## src/rtl/hazard_controller.sv

```systemverilog
// hazard_controller
// Pipeline sequencing controller for a 5-stage RISC-V core. It turns
// decode/execute hazard information and the data-memory handshake into
// PC / pipeline-register write enables plus flush and bubble controls.
// It handles load-use stalls, taken-branch redirect flushes, data-memory
// wait freezes and a memory-timeout halt.
//
// Ports:
//   clk, rst                 clock, synchronous active-high reset
//   fd_rs1/fd_rs2            decode source registers
//   fd_use_rs1/fd_use_rs2    decode instruction reads rs1 / rs2
//   de_rd, de_m2r, de_regwrt execute destination, is-load, writes-register
//   de_branch_taken          execute instruction redirects the PC
//   em_mem_req, dmem_ack     memory-stage access request and completion
//   pc_wrt..mw_wrt           PC / FD / DE / EM / MW write enables
//   fd_flush, de_flush       load NOP into FD / DE (with matching write enable)
//   mw_bubble                load NOP into MW (with mw_wrt)
//   mem_err                  sticky memory-timeout error
//   state                    RUN=0, REDIRECT=1, HALT=2
//   stall_cnt                saturating count of cycles with pc_wrt=0
module hazard_controller #(
  parameter int MEM_TIMEOUT = 255,
  parameter int CNT_W       = 16
) (
  input  logic             clk,
  input  logic             rst,
  input  logic [4:0]       fd_rs1,
  input  logic [4:0]       fd_rs2,
  input  logic             fd_use_rs1,
  input  logic             fd_use_rs2,
  input  logic [4:0]       de_rd,
  input  logic             de_m2r,
  input  logic             de_regwrt,
  input  logic             de_branch_taken,
  input  logic             em_mem_req,
  input  logic             dmem_ack,
  output logic             pc_wrt,
  output logic             fd_wrt,
  output logic             de_wrt,
  output logic             em_wrt,
  output logic             mw_wrt,
  output logic             fd_flush,
  output logic             de_flush,
  output logic             mw_bubble,
  output logic             mem_err,
  output logic [1:0]       state,
  output logic [CNT_W-1:0] stall_cnt
);

  localparam int WAIT_W = (MEM_TIMEOUT > 1) ? $clog2(MEM_TIMEOUT) : 1;

  typedef enum logic [1:0] {
    ST_RUN      = 2'd0,
    ST_REDIRECT = 2'd1,
    ST_HALT     = 2'd2
  } state_t;

  state_t              state_r;
  state_t              state_nxt_s;
  logic [WAIT_W-1:0]   wait_cnt_r;
  logic                mem_err_r;
  logic [CNT_W-1:0]    stall_cnt_r;

  logic freeze_s;
  logic freeze_eff_s;
  logic loaduse_s;
  logic timeout_hit_s;

  assign freeze_s = em_mem_req & ~dmem_ack;

  // HALT outranks a freeze, so a stalled access seen while halted is not a freeze cycle.
  assign freeze_eff_s = freeze_s & (state_r != ST_HALT);

  assign loaduse_s = de_m2r & de_regwrt & (de_rd != 5'd0) &
                     ((fd_use_rs1 & (fd_rs1 == de_rd)) |
                      (fd_use_rs2 & (fd_rs2 == de_rd)));

  // The freeze cycle that finds the counter at N-1 is the N-th consecutive one.
  assign timeout_hit_s = (MEM_TIMEOUT != 0) && freeze_eff_s &&
                         (wait_cnt_r == WAIT_W'(MEM_TIMEOUT - 1));

  // State register.
  always_ff @(posedge clk) begin
    if (rst) begin
      state_r <= ST_RUN;
    end else begin
      state_r <= state_nxt_s;
    end
  end

  // Next-state logic: freeze holds the state (REDIRECT included) unless it times out.
  always_comb begin
    state_nxt_s = ST_RUN;
    case (state_r)
      ST_RUN: begin
        if (freeze_s) begin
          state_nxt_s = timeout_hit_s ? ST_HALT : ST_RUN;
        end else if (de_branch_taken) begin
          state_nxt_s = ST_REDIRECT;
        end else begin
          state_nxt_s = ST_RUN;
        end
      end
      ST_REDIRECT: begin
        if (freeze_s) begin
          state_nxt_s = timeout_hit_s ? ST_HALT : ST_REDIRECT;
        end else begin
          state_nxt_s = ST_RUN;
        end
      end
      ST_HALT: state_nxt_s = ST_HALT;
      default: state_nxt_s = ST_RUN;
    endcase
  end

  // Output logic: zero-latency controls in priority order reset > halt > freeze > branch > redirect > load-use.
  always_comb begin
    pc_wrt    = 1'b1;
    fd_wrt    = 1'b1;
    de_wrt    = 1'b1;
    em_wrt    = 1'b1;
    mw_wrt    = 1'b1;
    fd_flush  = 1'b0;
    de_flush  = 1'b0;
    mw_bubble = 1'b0;
    if (rst) begin
      pc_wrt    = 1'b0;
      fd_wrt    = 1'b0;
      de_wrt    = 1'b0;
      em_wrt    = 1'b0;
      mw_wrt    = 1'b0;
      fd_flush  = 1'b1;
      de_flush  = 1'b1;
      mw_bubble = 1'b1;
    end else if (state_r == ST_HALT) begin
      pc_wrt = 1'b0;
      fd_wrt = 1'b0;
      de_wrt = 1'b0;
      em_wrt = 1'b0;
      mw_wrt = 1'b0;
    end else if (freeze_s) begin
      // Upstream stages hold; MW drains a bubble so the stalled access is not retired twice.
      pc_wrt    = 1'b0;
      fd_wrt    = 1'b0;
      de_wrt    = 1'b0;
      em_wrt    = 1'b0;
      mw_bubble = 1'b1;
    end else if ((state_r == ST_RUN) && de_branch_taken) begin
      fd_flush = 1'b1;
      de_flush = 1'b1;
    end else if (state_r == ST_REDIRECT) begin
      // DE already holds a bubble; only the wrong-path fetch in FD is discarded.
      fd_flush = 1'b1;
    end else if ((state_r == ST_RUN) && loaduse_s) begin
      pc_wrt   = 1'b0;
      fd_wrt   = 1'b0;
      de_flush = 1'b1;
    end else begin
      pc_wrt = 1'b1;
    end
  end

  // Wait counter, sticky timeout error and saturating stall counter.
  always_ff @(posedge clk) begin
    if (rst) begin
      wait_cnt_r  <= {WAIT_W{1'b0}};
      mem_err_r   <= 1'b0;
      stall_cnt_r <= {CNT_W{1'b0}};
    end else begin
      if (freeze_eff_s) begin
        if (wait_cnt_r != {WAIT_W{1'b1}}) begin
          wait_cnt_r <= wait_cnt_r + WAIT_W'(1);
        end else begin
          wait_cnt_r <= wait_cnt_r;
        end
      end else begin
        wait_cnt_r <= {WAIT_W{1'b0}};
      end
      if (timeout_hit_s) begin
        mem_err_r <= 1'b1;
      end else begin
        mem_err_r <= mem_err_r;
      end
      if (!pc_wrt && (stall_cnt_r != {CNT_W{1'b1}})) begin
        stall_cnt_r <= stall_cnt_r + CNT_W'(1);
      end else begin
        stall_cnt_r <= stall_cnt_r;
      end
    end
  end

  assign mem_err   = mem_err_r;
  assign state     = state_r;
  assign stall_cnt = stall_cnt_r;

endmodule

```

## config.mk

```make
export PLATFORM = sky130hd
export DESIGN_NAME = hazard_controller
export DESIGN_NICKNAME = d
export VERILOG_FILES = /design/src/rtl/hazard_controller.sv
export SDC_FILE = /design/constraint.sdc
export NUM_CORES = 1
export LEC_CHECK = 0
export ABC_AREA = 1
export CAP_MARGIN = 20
export CORE_MARGIN = 3
export CORE_UTILIZATION = 51
export DETAILED_ROUTE_END_ITERATION = 10
export PLACE_DENSITY = 0.87
export REMOVE_ABC_BUFFERS = 1
export SLEW_MARGIN = 20
export SYNTH_ARGS = -nofsm -noshare
export SYNTH_HDL_FRONTEND = slang
export SYNTH_SLANG_ARGS = --single-unit
```

## constraint.sdc

```tcl
create_clock -name clk -period 3.59 [get_ports clk]
set_input_delay 0.359 -clock clk [delete_from_list [all_inputs] [get_ports clk]]
set_output_delay 0.359 -clock clk [all_outputs]
set_load 0.02 [all_outputs]
```

==> key figures <==
Drt
  • Avg Vias per Cell: 5.05
  • Drt initial violations: 140
  • First-pass DRT Iterations: 4
  • Vias: 1,847
  • Antenna-violating nets left: 0
  • WL final: 4.21 mm
  • DRC: 0
  • Routed length per instance: 11.5 um

Critical path
  • Worst setup EP type: output pin
  • Crit-path max cell delay: 610 ps
  • CP Launch Type: primary input
  • CP Class: primary input to output pin
  • Crit path DAT: 2360 ps
  • Crit Path Max Fanout: 19
  • CP required: 3230 ps
  • Reg2Reg Setup Slack: 1550 ps
  • Top cell by count, worst path: clkdlybuf4s50_1
  • Crit-path slowest cell: clkdlybuf4s50_1
  • Critical-path cell list: clkdlybuf4s50_1 -> nor2_1 -> nor3_1 -> nand2_2 -> inv_1 -> clkdlybuf4s50_1

Synth
  • Top post-synthesis cells by area: dfxtp_1, nand2_1, nand3_1
  • #FFs+latches synth: 27
  • Synth Cell Area: 1770 um2
  • Main combinational cell family by area after synthesis: simple AND/OR/NAND/NOR gates
  • Leading area contributor after synthesis: dfxtp_1
  • Mapped Avg Cell Area: 6.46 um2
  • Simple-gate share of the synthesized area: 37.7%
  • YS warnings: 0
  • Post-Syn Instances: 274
  • Seq/Total Area, Yosys: 30.5%
  • Synth top area share: 30.5%
  • Synth Area in Compound Gates: 11.5%
  • Netlist cell types: 27
  • XOR/XNOR share of the synthesized area: 7.92%
  • Post-synthesis adder-cell area fraction: 2.12%
  • Mux contribution to synthesized area: 0%

Clock tree
  • Post CTS Setup Buffer Count: 0
  • Clk_lat worst skew: 330 ps
  • Clock transition at the registers of the reported paths: 120 ps
  • Post-cts resize count: 0
  • CTS Sinks: 27
  • CTS tree: built
  • Clock root cell: clkbuf_4
  • Clock Path Buffers: 2
  • Cts bufs inserted: 3
  • CTS H-tree depth: 1
  • Cts hold-fix bufs: 0

Layout
  • Final std cells w/o fill: 366
  • Antenna diodes: 0
  • Layout area overhead: 30.7%
  • Commonest non-fill, non-tap cell in the layout: nand2_1
  • Final Util: 72.8%
  • Layout cell share with drive strength beyond 1: 5.28%
  • Nets: 350
  • Most frequent cells in the layout: nand2_1, clkdlybuf4s50_1, inv_1
  • Final Instance Area: 2310 um2

Run status
  • Outcome: finished, final reports clean

Hold path
  • Hold Crit Class: register to register

Timing
  • RSZ-0062 raised after global routing: no
  • Final hold viol count: 0
  • Setup TNS: 0 ps
  • Slew Limit Fails: 0
  • Max-slew headroom: 72.8%
  • Final period utilization: 75.8%
  • Final clock skew: 18.8 ps
  • Fin crit period: 2720 ps
  • # setup viols final: 0
  • Setup ws final: 870 ps
  • Max Freq: 0.368 GHz
  • Worst Tran Pin Value: 404 ps

Floorplanning
  • Die span in y: 64.9 um
  • IO Pins: 51
  • Die area: 4210 um2
  • Total core area: 3180 um2
  • Die width: 64.9 um
  • Row cnt: 20
  • Initial Util: 55.7%

Place
  • Port bufs: 50
  • DP Wirelength: 3.23 mm
  • Setup WS pre-CTS: 854 ps
  • DP Area: 2290 um2
  • Placed cells: 362
  • Gp weighted congestion: 0.945

Global routing
  • Via count of the first global-routing pass: 1,641
  • Total GRT Usage: 21.6%
  • Initial antenna violation count: 0
  • Remaining global-route overflow: 0
  • First-pass GRT wire length: 7.38 mm
  • Largest net degree at the start of global routing: 20

Power
  • Maximum vdd drop: 0.181 mV
  • Pwr dens: 237 nW/um2
  • Leakage Power: 0.945 nW

Flow run
  • Max-cap violation count: 0
synthesized netlist by cell type:
cell type	n
nand2_1	72
dfxtp_1	27
a31oi_1	1
nand4_1	5
nand2_2	2
clkbuf_1	2
buf_4	3
buf_6	1
nor3_1	5
a21oi_1	18
nand2_4	1
o21bai_1	2
a21oi_2	6
nor2_1	31
inv_1	35
o21ai_0	5
nand4_4	1
nor2_2	1
ha_1	3
a211oi_1	2
nor2_4	1
buf_2	1
nand3_1	31
nor4_1	1
inv_2	1
xor2_1	10
xnor2_1	6
per-layer routing:
layer	share of wire, %	wire (um)	vias to the layer above	global-route usage, %
li1	-	-	973	-
met1	47	1970	794	29.0
met2	44	1840	76	34.7
met3	8.4	355	4	4.51
met4	0.95	40	0	6.33
met5	0	0	-	0
critical path: cells and delay by family:
family / cells / cell delay (ps)
buffers and inverters: 3 / 1210
AND/OR/NAND/NOR: 3 / 790
flip-flops by register name (all words and copies together), names as in the netlist:
signal,cells
stall_cnt,16
wait_cnt_r,8
state,2
mem_err,1
per-stage QoR:
| stage | hold WS (ps) | total power, mW |
|---|---|---|
| after floorplan | 421 | 0.366 |
| after global placement | 455 | 0.425 |
| after detailed placement | 458 | 0.426 |
| after CTS | 478 | 0.554 |
| after global routing | 504 | 0.580 |
| final | 469 | 0.548 |
power by group:
| group | internal, mW | switching, mW |
|---|---|---|
| combinational | 0.0537 | 0.0560 |
| clock | 0.0436 | 0.0849 |
| sequential | 0.304 | 0.00567 |
| total | 0.401 | 0.147 |
cells by family after synthesis:
logic type,Yosys count
AOI/OAI and AO/OA,34
xor gates and xnor gates,16
adders and majority gates,3
and+or+nand+nor,151
buffers and inverters,43
DFF,27
final cells by class:
| cell class | count | area, um2 |
|---|---|---|
| Tap cell | 44 | 55.1 |
| Sequential cell | 27 | 541 |
| Fill cell | 259 | 865 |
| Clock buffer | 4 | 26.3 |
| Timing Repair Buffer | 51 | 508 |
| Inverter | 36 | 135 |
| Multi-Input combinational cell | 204 | 1050 |
worst paths after layout:
kind                start           end  depth (start not counted)
min reg2reg       mem_err       mem_err                          2
max              dmem_ack        fd_wrt                          6
min               mem_err       mem_err                          2
max reg2reg  stall_cnt[0]  stall_cnt[2]                          7
(Power assumes the default switching activity.)
